===== config.mk =====
export PLATFORM = sky130hd
export DESIGN_NAME = div_radix2
export DESIGN_NICKNAME = d
export VERILOG_FILES = /design/src/rtl/div_radix2.sv
export SDC_FILE = /design/constraint.sdc
export NUM_CORES = 1
export LEC_CHECK = 0
export ABC_AREA = 1
export BUFFER_PORTS_ARGS = -buffer_cell sky130_fd_sc_hd__buf_2
export CAP_MARGIN = 20
export CELL_PAD_IN_SITES_DETAIL_PLACEMENT = 1
export CELL_PAD_IN_SITES_GLOBAL_PLACEMENT = 2
export CORE_UTILIZATION = 32
export CTS_CLUSTER_DIAMETER = 100
export DETAILED_ROUTE_END_ITERATION = 7
export PLACE_DENSITY = 0.83
export SYNTH_ARGS = -nofsm -noshare
export SYNTH_HDL_FRONTEND = slang
export SYNTH_SLANG_ARGS = --single-unit

===== constraint.sdc =====
create_clock -name clk -period 3.98 [get_ports clk]
set_input_delay 0.796 -clock clk [delete_from_list [all_inputs] [get_ports clk]]
set_output_delay 0.796 -clock clk [all_outputs]
set_load 0.05 [all_outputs]

===== src/rtl/div_radix2.sv =====
// Multi-cycle radix-2 restoring divider for DIV/DIVU in the EX stage.
// One quotient bit per cycle; LO=quotient, HI=remainder; stalls the pipeline while busy.
module div_radix2 #(
  parameter int WIDTH = 32
) (
  input  logic             clk,
  input  logic             rst,
  input  logic             start_i,
  input  logic             signed_i,
  input  logic [WIDTH-1:0] a_i,
  input  logic [WIDTH-1:0] b_i,
  input  logic             annul_i,
  output logic             stall_o,
  output logic             ready_o,
  output logic [WIDTH-1:0] quot_o,
  output logic [WIDTH-1:0] rem_o,
  output logic [1:0]       dbg_state_o
);

  localparam int CW = $clog2(WIDTH);

  typedef enum logic [1:0] {
    S_IDLE = 2'd0,
    S_BUSY = 2'd1,
    S_DONE = 2'd2
  } state_t;

  state_t           r_state;
  state_t           w_next_state;
  logic [CW-1:0]    r_count;
  logic [WIDTH:0]   r_rem;
  logic [WIDTH-1:0] r_quo;
  logic [WIDTH-1:0] r_dvs;
  logic             r_sign_q;
  logic             r_sign_r;
  logic [WIDTH-1:0] r_quot_o;
  logic [WIDTH-1:0] r_rem_o;

  logic             w_a_neg;
  logic             w_b_neg;
  logic [WIDTH-1:0] w_a_mag;
  logic [WIDTH-1:0] w_b_mag;
  logic             w_b_zero;
  logic             w_accept;
  logic             w_last;
  logic [WIDTH:0]   w_rem_sh;
  logic [WIDTH:0]   w_dvs_ext;
  logic             w_ge;
  logic [WIDTH:0]   w_rem_nx;
  logic [WIDTH-1:0] w_quo_nx;
  logic [WIDTH-1:0] w_rem_lo;
  logic [WIDTH-1:0] w_quot_fin;
  logic [WIDTH-1:0] w_rem_fin;

  // Operand conditioning: magnitudes only for signed divides.
  assign w_a_neg  = signed_i & a_i[WIDTH-1];
  assign w_b_neg  = signed_i & b_i[WIDTH-1];
  assign w_a_mag  = w_a_neg ? -a_i : a_i;
  assign w_b_mag  = w_b_neg ? -b_i : b_i;
  assign w_b_zero = (b_i == '0);
  assign w_accept = (r_state == S_IDLE) & start_i & ~annul_i;
  assign w_last   = (r_count == CW'(WIDTH - 1));

  // One restoring step; the extra remainder bit keeps the compare from overflowing.
  assign w_rem_sh   = (r_rem << 1) | {{WIDTH{1'b0}}, r_quo[WIDTH-1]};
  assign w_dvs_ext  = {1'b0, r_dvs};
  assign w_ge       = (w_rem_sh >= w_dvs_ext);
  assign w_rem_nx   = w_ge ? (w_rem_sh - w_dvs_ext) : w_rem_sh;
  assign w_quo_nx   = {r_quo[WIDTH-2:0], w_ge};
  assign w_rem_lo   = w_rem_nx[WIDTH-1:0];
  assign w_quot_fin = r_sign_q ? -w_quo_nx : w_quo_nx;
  assign w_rem_fin  = r_sign_r ? -w_rem_lo : w_rem_lo;

  always_comb begin
    w_next_state = r_state;
    case (r_state)
      S_IDLE: begin
        if (start_i) begin
          w_next_state = w_b_zero ? S_DONE : S_BUSY;
        end
      end
      S_BUSY: begin
        if (w_last) begin
          w_next_state = S_DONE;
        end
      end
      S_DONE:  w_next_state = S_IDLE;
      default: w_next_state = S_IDLE;
    endcase
    // Flush wins over everything, including a start in IDLE.
    if (annul_i) begin
      w_next_state = S_IDLE;
    end
  end

  always_ff @(posedge clk) begin
    if (rst) begin
      r_state  <= S_IDLE;
      r_count  <= '0;
      r_rem    <= '0;
      r_quo    <= '0;
      r_dvs    <= '0;
      r_sign_q <= 1'b0;
      r_sign_r <= 1'b0;
      r_quot_o <= '0;
      r_rem_o  <= '0;
    end else begin
      r_state <= w_next_state;
      case (r_state)
        S_IDLE: begin
          if (w_accept) begin
            r_count <= '0;
            if (w_b_zero) begin
              r_quot_o <= '1;
              r_rem_o  <= a_i;
            end else begin
              r_rem    <= '0;
              r_quo    <= w_a_mag;
              r_dvs    <= w_b_mag;
              r_sign_q <= signed_i & (a_i[WIDTH-1] ^ b_i[WIDTH-1]);
              r_sign_r <= signed_i & a_i[WIDTH-1];
            end
          end
        end
        S_BUSY: begin
          if (!annul_i) begin
            r_rem   <= w_rem_nx;
            r_quo   <= w_quo_nx;
            r_count <= r_count + 1'b1;
            if (w_last) begin
              r_quot_o <= w_quot_fin;
              r_rem_o  <= w_rem_fin;
            end
          end
        end
        default: begin
        end
      endcase
    end
  end

  assign stall_o     = w_accept | (r_state == S_BUSY);
  assign ready_o     = (r_state == S_DONE) & ~annul_i;
  assign quot_o      = r_quot_o;
  assign rem_o       = r_rem_o;
  assign dbg_state_o = r_state;

endmodule


# Yosys cells after proc, flatten, opt, wreduce, memory -nomap -nowiden
# Cells that the tools add are included.
# op_classes
eq_ne	9
magnitude_cmp	1
n_addsub	6
mux	30
n_reduce_logical	9
bitwise_logic	11
# ops
op	count
2-to-1 mux 32 bit	19
one-hot mux 32 bit (2 select lines)	4
negation 32 bit	4
>= comparator 33 x 32 -> 1 bit	1
OR 33 x 1 -> 33 bit	1
logical NOT 32 bit	1
subtractor 32 bit	1
inequality test 2 bit (second input constant)	6
2-to-1 mux 5 bit	2
one-hot mux 5 bit (2 select lines)	1
bitwise AND 1 bit	6
2-to-1 mux 2 bit	3
AND reduction 3 bit	2
adder 5 x 1 -> 5 bit (second input constant)	1
equality test 5 bit (second input constant)	1
AND reduction 5 bit	1
one-hot mux 2 bit (2 select lines)	1
AND reduction 4 bit	1
equality test 2 x 1 -> 1 bit (second input constant)	1
equality test 2 bit (second input constant)	1
logical NOT 2 bit	1
inverter 1 bit	2
AND reduction 2 bit	1
nonzero test 2 bit	1
other kinds (3)	3
# totals
word_cells	75
out_inout_bits	68
register_bits	169

# Longest topological paths before layout
# logic_depth
ltp_word	8
depth_mapped	28

# Least setup slack after synthesis
# OpenSTA, ideal clock, no wires.
# synth_timing
path_type	register to register
start	register r_dvs[8]
end	register r_quot_o[30], in the netlist quot_o[30]
setup_ps	118
arrival_time_ps	3469
slack_ps	393
path_buffers	1
path_stages_with_launch	29
cell_sequence	dfxtp_1 inv_1 ha_1 nand2_2 inv_2 nand2_1 nand2_1 inv_2 nand3_2 nand2_2 nand2_2 nand2_4 nand2_8 inv_2 buf_6 ha_1 inv_1 nor3_1 nand3_1 nor3_1 nand3_1 nor2_1 nand3_1 nor2_1 inv_1 o21ai_0 xor2_1 o221ai_1 inv_1
# synth_between
elab_chain_cells	6
# synth_rtl
item	line	rtl
start, declared	33	logic [WIDTH-1:0] r_dvs;
start signal, assigned	119	r_dvs <= w_b_mag;
>= comparator 33 x 32 -> 1 bit	67	assign w_ge = (w_rem_sh >= w_dvs_ext);
negation 32 bit	71	assign w_quot_fin = r_sign_q ? -w_quo_nx : w_quo_nx;
2-to-1 mux 32 bit	71	
2-to-1 mux 32 bit	130	if (w_last) begin
2-to-1 mux 32 bit	126	if (!annul_i) begin
one-hot mux 32 bit (2 select lines)	109	case (r_state)
end signal, assigned	131	r_quot_o <= w_quot_fin;
end, declared	36	logic [WIDTH-1:0] r_quot_o;
# No other way between the ends. The select of a mux whose other input is x is not followed.
# A chain may end at the register's enable or synchronous reset.

# Worst setup path after layout
# layout_timing
start	register r_rem[19]
end	register r_quot_o[30], in the netlist quot_o[30]
# layout_between
elab_chain_cells	7
# layout_rtl
item	line	rtl
start, declared	31	logic [WIDTH:0] r_rem;
start signal, assigned	127	r_rem <= w_rem_nx;
OR 33 x 1 -> 33 bit	65	assign w_rem_sh = (r_rem << 1) | {{WIDTH{1'b0}}, r_quo[WIDTH-1]};
>= comparator 33 x 32 -> 1 bit	67	
negation 32 bit	71	
2-to-1 mux 32 bit	71	
2-to-1 mux 32 bit	130	
2-to-1 mux 32 bit	126	
one-hot mux 32 bit (2 select lines)	109	
# No other way between the ends. The select of a mux whose other input is x is not followed.

==> impl_metrics.env <==
export IMPL_diodes=0
export IMPL_cts_num_sinks=169
export IMPL_pre_cts_slack_ns=-0.0625
export IMPL_synthCells=2073
export IMPL_path_class="reg2reg"
export IMPL_cts_inserted_buffers=17
export IMPL_clk_pin_slew_ns=0.07
export IMPL_rr_endpoint="quot_o[30]"
export IMPL_vias_per_cell=5.23
export IMPL_clockPowerShare_pct=35.2
export IMPL_die_area_mm2=0.0406
export IMPL_comb_power_share_pct=28.8
export IMPL_ys_seq_area_share_pct=26.6
export IMPL_stdcell_area_mm2=0.0149
export IMPL_busiest_layer="met2"
export IMPL_total_power_uw=5040
export IMPL_maxSlewHeadroom_pct=50.9
export IMPL_multi_input_area_mm2=0.00805
export IMPL_dpl_cell_area_mm2=0.0142
export IMPL_final_common_cell="nand2_1"
export IMPL_num_vias=14300
export IMPL_grtUsageTotal_pct=26.8
export IMPL_path_buf_inv=4
export IMPL_coreArea_mm2=0.0389
export IMPL_tightest_slew_ns=0.737
export IMPL_antenna_found_initial=1
export IMPL_p_switching_uw=1880
export IMPL_p_sw_share_pct=37.3
export IMPL_period_minus_slack_ns=3.67
export IMPL_grt_max_degree=62
export IMPL_grt_pass1_vias=14600
export IMPL_grt_use_met1_pct=33.4
export IMPL_r2r_start="r_rem[19]"
export IMPL_r2r_slack_ns=0.31
export IMPL_cpMaxStageDelayCell="dfxtp_1"
export IMPL_seqPwrFrac_pct=36.0
export IMPL_initial_core_util_pct=32.7
export IMPL_fin_crit_sh_pct=92.3
export IMPL_syn_area_per_cell_um2=6.15
export IMPL_drv_cap=0
export IMPL_synth_edf_count=0
export IMPL_final_cell_mix="nand2_1, inv_1, a21oi_1"
export IMPL_cts_root_buf="clkbuf_16"
export IMPL_fp_dieH_um=202
export IMPL_cts_tree="done"
export IMPL_syn_to_final_growth_pct=16.7
export IMPL_globalplace_congestion=0.954
export IMPL_fin_setup_tns_ns=0
export IMPL_min_path_type="reg2reg"
export IMPL_synth_area_mm2=0.0127
export IMPL_die_x_um=202
export IMPL_arrival_ns=4.04
export IMPL_rows=72
export IMPL_hold_viol=0
export IMPL_htreeDepth=4
export IMPL_io_pins=137
export IMPL_fill_cells=5246
export IMPL_fmax_mhz=272
export IMPL_finalNetCount=2307
export IMPL_portBuffers=136
export IMPL_wl_per_cell_um=19.8
export IMPL_hpwl_um=43200
export IMPL_grtUsageMet2_pct=45.6
export IMPL_cp_top_family="simple AND/OR/NAND/NOR gates"
export IMPL_worstSetupStartpoint="r_rem[19]"
export IMPL_use_met3_pct=4.23
export IMPL_drive_above_1_share_pct=15.2
export IMPL_holdPathStages=2
export IMPL_worstPathMaxFanout=5
export IMPL_yosysUniqueCellTypes=60
export IMPL_slowest_delay_ns=0.43
export IMPL_vdd_drop_max_mv=0.335
export IMPL_first_pass_iters=5
export IMPL_ys_ff_latch=169
export IMPL_clock_skew_ns=0.0133
export IMPL_whs_endpoint="rem_o[14]"
export IMPL_clock_tree_buffer_depth=2
export IMPL_syn_num_nets=2181
export IMPL_drc_errors=0
export IMPL_p_leak_uw=0.00702
export IMPL_synth_top_flop_cell="dfxtp_1"
export IMPL_intPower_uw=3160
export IMPL_reg2reg_depth=22
export IMPL_drt_initial_drc_count=600
export IMPL_final_setup_viol_count=0
export IMPL_outcome="finished clean"
export IMPL_wirelength_um=53900
export IMPL_p_per_area_mw_per_mm2=339
export IMPL_ys_warn_count=0
export IMPL_regArea_mm2=0.00338
export IMPL_synth_async_reset_ratio_pct=0
export IMPL_setup_slack_ns=0.308
export IMPL_ant_nets=0
export IMPL_crit_path_frequent_cell="inv_1"
export IMPL_grt_ovfl_total=0
export IMPL_slew_viol_final=0
export IMPL_grt_setup_unrepaired="yes"
export IMPL_setup_worst_path_end_class="flip-flop"
export IMPL_clk_latency_ns=0.47
export IMPL_hold_start="rem_o[14]"
export IMPL_grt_pass1_wl_um=83900
export IMPL_required_ns=4.34
export IMPL_path_cells="ha_2 -> a21oi_1 -> nand2_1 -> nand2_1 -> a21oi_4 -> nor2_8 -> nand2_8 -> inv_2 -> ha_1 -> inv_1 -> nor3_4 -> nand3_2 -> nor3_4 -> nand3_2 -> nor2_4 -> nand3_1 -> nor2_2 -> inv_1 -> o21ai_1 -> xor2_1 -> o221ai_1 -> inv_1"
export IMPL_crit_path_start_kind="flip-flop"
[registers in the layout (all words and copies together), names as in the netlist]
name         flops
dbg_state_o      2
r_dvs           32
r_sign_q         1
r_sign_r         1
r_rem           32
quot_o          32
r_quo           32
r_count          5
rem_o           32
[area by class of cell]
type	count	share of cell area (%)
Clock inverter	12	0.925
Multi-Input combinational cell	1545	54.1
Tap cell	518	4.36
Sequential cell	169	22.8
Inverter	273	6.89
Clock buffer	19	3.05
Timing Repair Buffer	193	7.94
[worst register-to-register path: stages (launching register included)]
cell and delay (ns):
dfxtp_1 0.43, ha_2 0.36, a21oi_1 0.21, nand2_1 0.11, nand2_1 0.16, a21oi_4 0.10
nor2_8 0.15, nand2_8 0.08, inv_2 0.06, ha_1 0.16, inv_1 0.08, nor3_4 0.16
nand3_2 0.14, nor3_4 0.22, nand3_2 0.14, nor2_4 0.14, nand3_1 0.13, nor2_2 0.17
inv_1 0.07, o21ai_1 0.17, xor2_1 0.09, o221ai_1 0.19, inv_1 0.06
[Yosys cell counts (26+ instances only)]
cell | count | area, um^2
dfxtp_1 | 169 | 3380
nor2_1 | 188 | 706
o21ai_0 | 125 | 626
nand2_2 | 36 | 225
inv_1 | 259 | 972
ha_1 | 38 | 475
xor2_1 | 38 | 333
a21oi_1 | 196 | 981
clkbuf_1 | 62 | 233
nand4_1 | 26 | 163
nand3_1 | 155 | 776
nor3_1 | 34 | 170
nand2_1 | 515 | 1930
[through the flow]
stage,std cells,hold slack (ns),utilization [%]
floorplan,2073,0.433,-
global placement,2697,0.449,36.5
detailed placement,2697,0.452,36.5
CTS,2728,0.464,38.0
global route,2729,0.485,38.2
finish,2729,0.461,38.2
[power groups by stage]
stage	clock, uW	combinational [uW]	sequential [uW]
floorplan	0	894	1880
global placement	0	1400	1850
detailed placement	0	1420	1850
CTS	1810	1430	1810
global route	1870	1600	1820
finish	1770	1450	1810
[cell families after synthesis]
logic type / count (synthesis) / synth area share [%]
adders and majority gates: 39 / 3.89
xor gates and xnor gates: 56 / 3.85
and+or+nand+nor: 1011 / 35.0
buffers and inverters: 359 / 11.0
DFF: 169 / 26.6
AOI/OAI and AO/OA: 439 / 19.7
[worst max-delay path by stage]
| stage | end | cells after the start | slack (ns) |
|---|---|---|---|
| finish | quot_o[30] | 22 | 0.31 |
| global route | quot_o[30] | 27 | -0.04 |
| CTS | quot_o[30] | 25 | 0.09 |
| detailed placement | quot_o[30] | 22 | -0.06 |
| global placement | quot_o[28] | 22 | 0.13 |
| floorplan | quot_o[30] | 28 | 0.39 |
[metal layers]
metal	wire [um]	part of all wire [%]
met4	2250	4.2
met1	24300	45
met3	2050	3.8
met5	13	0.024
met2	25300	47
[timing repair]
item                                    in CTS  in global routing
pin swaps                                    0                  3
hold buffers                                 0                  0
gates cloned                                 0                  0
resized for setup                            2                 21
setup buffers                                0                  1
endpoints found under the setup margin       2                  6
(Power assumes the default switching activity.)
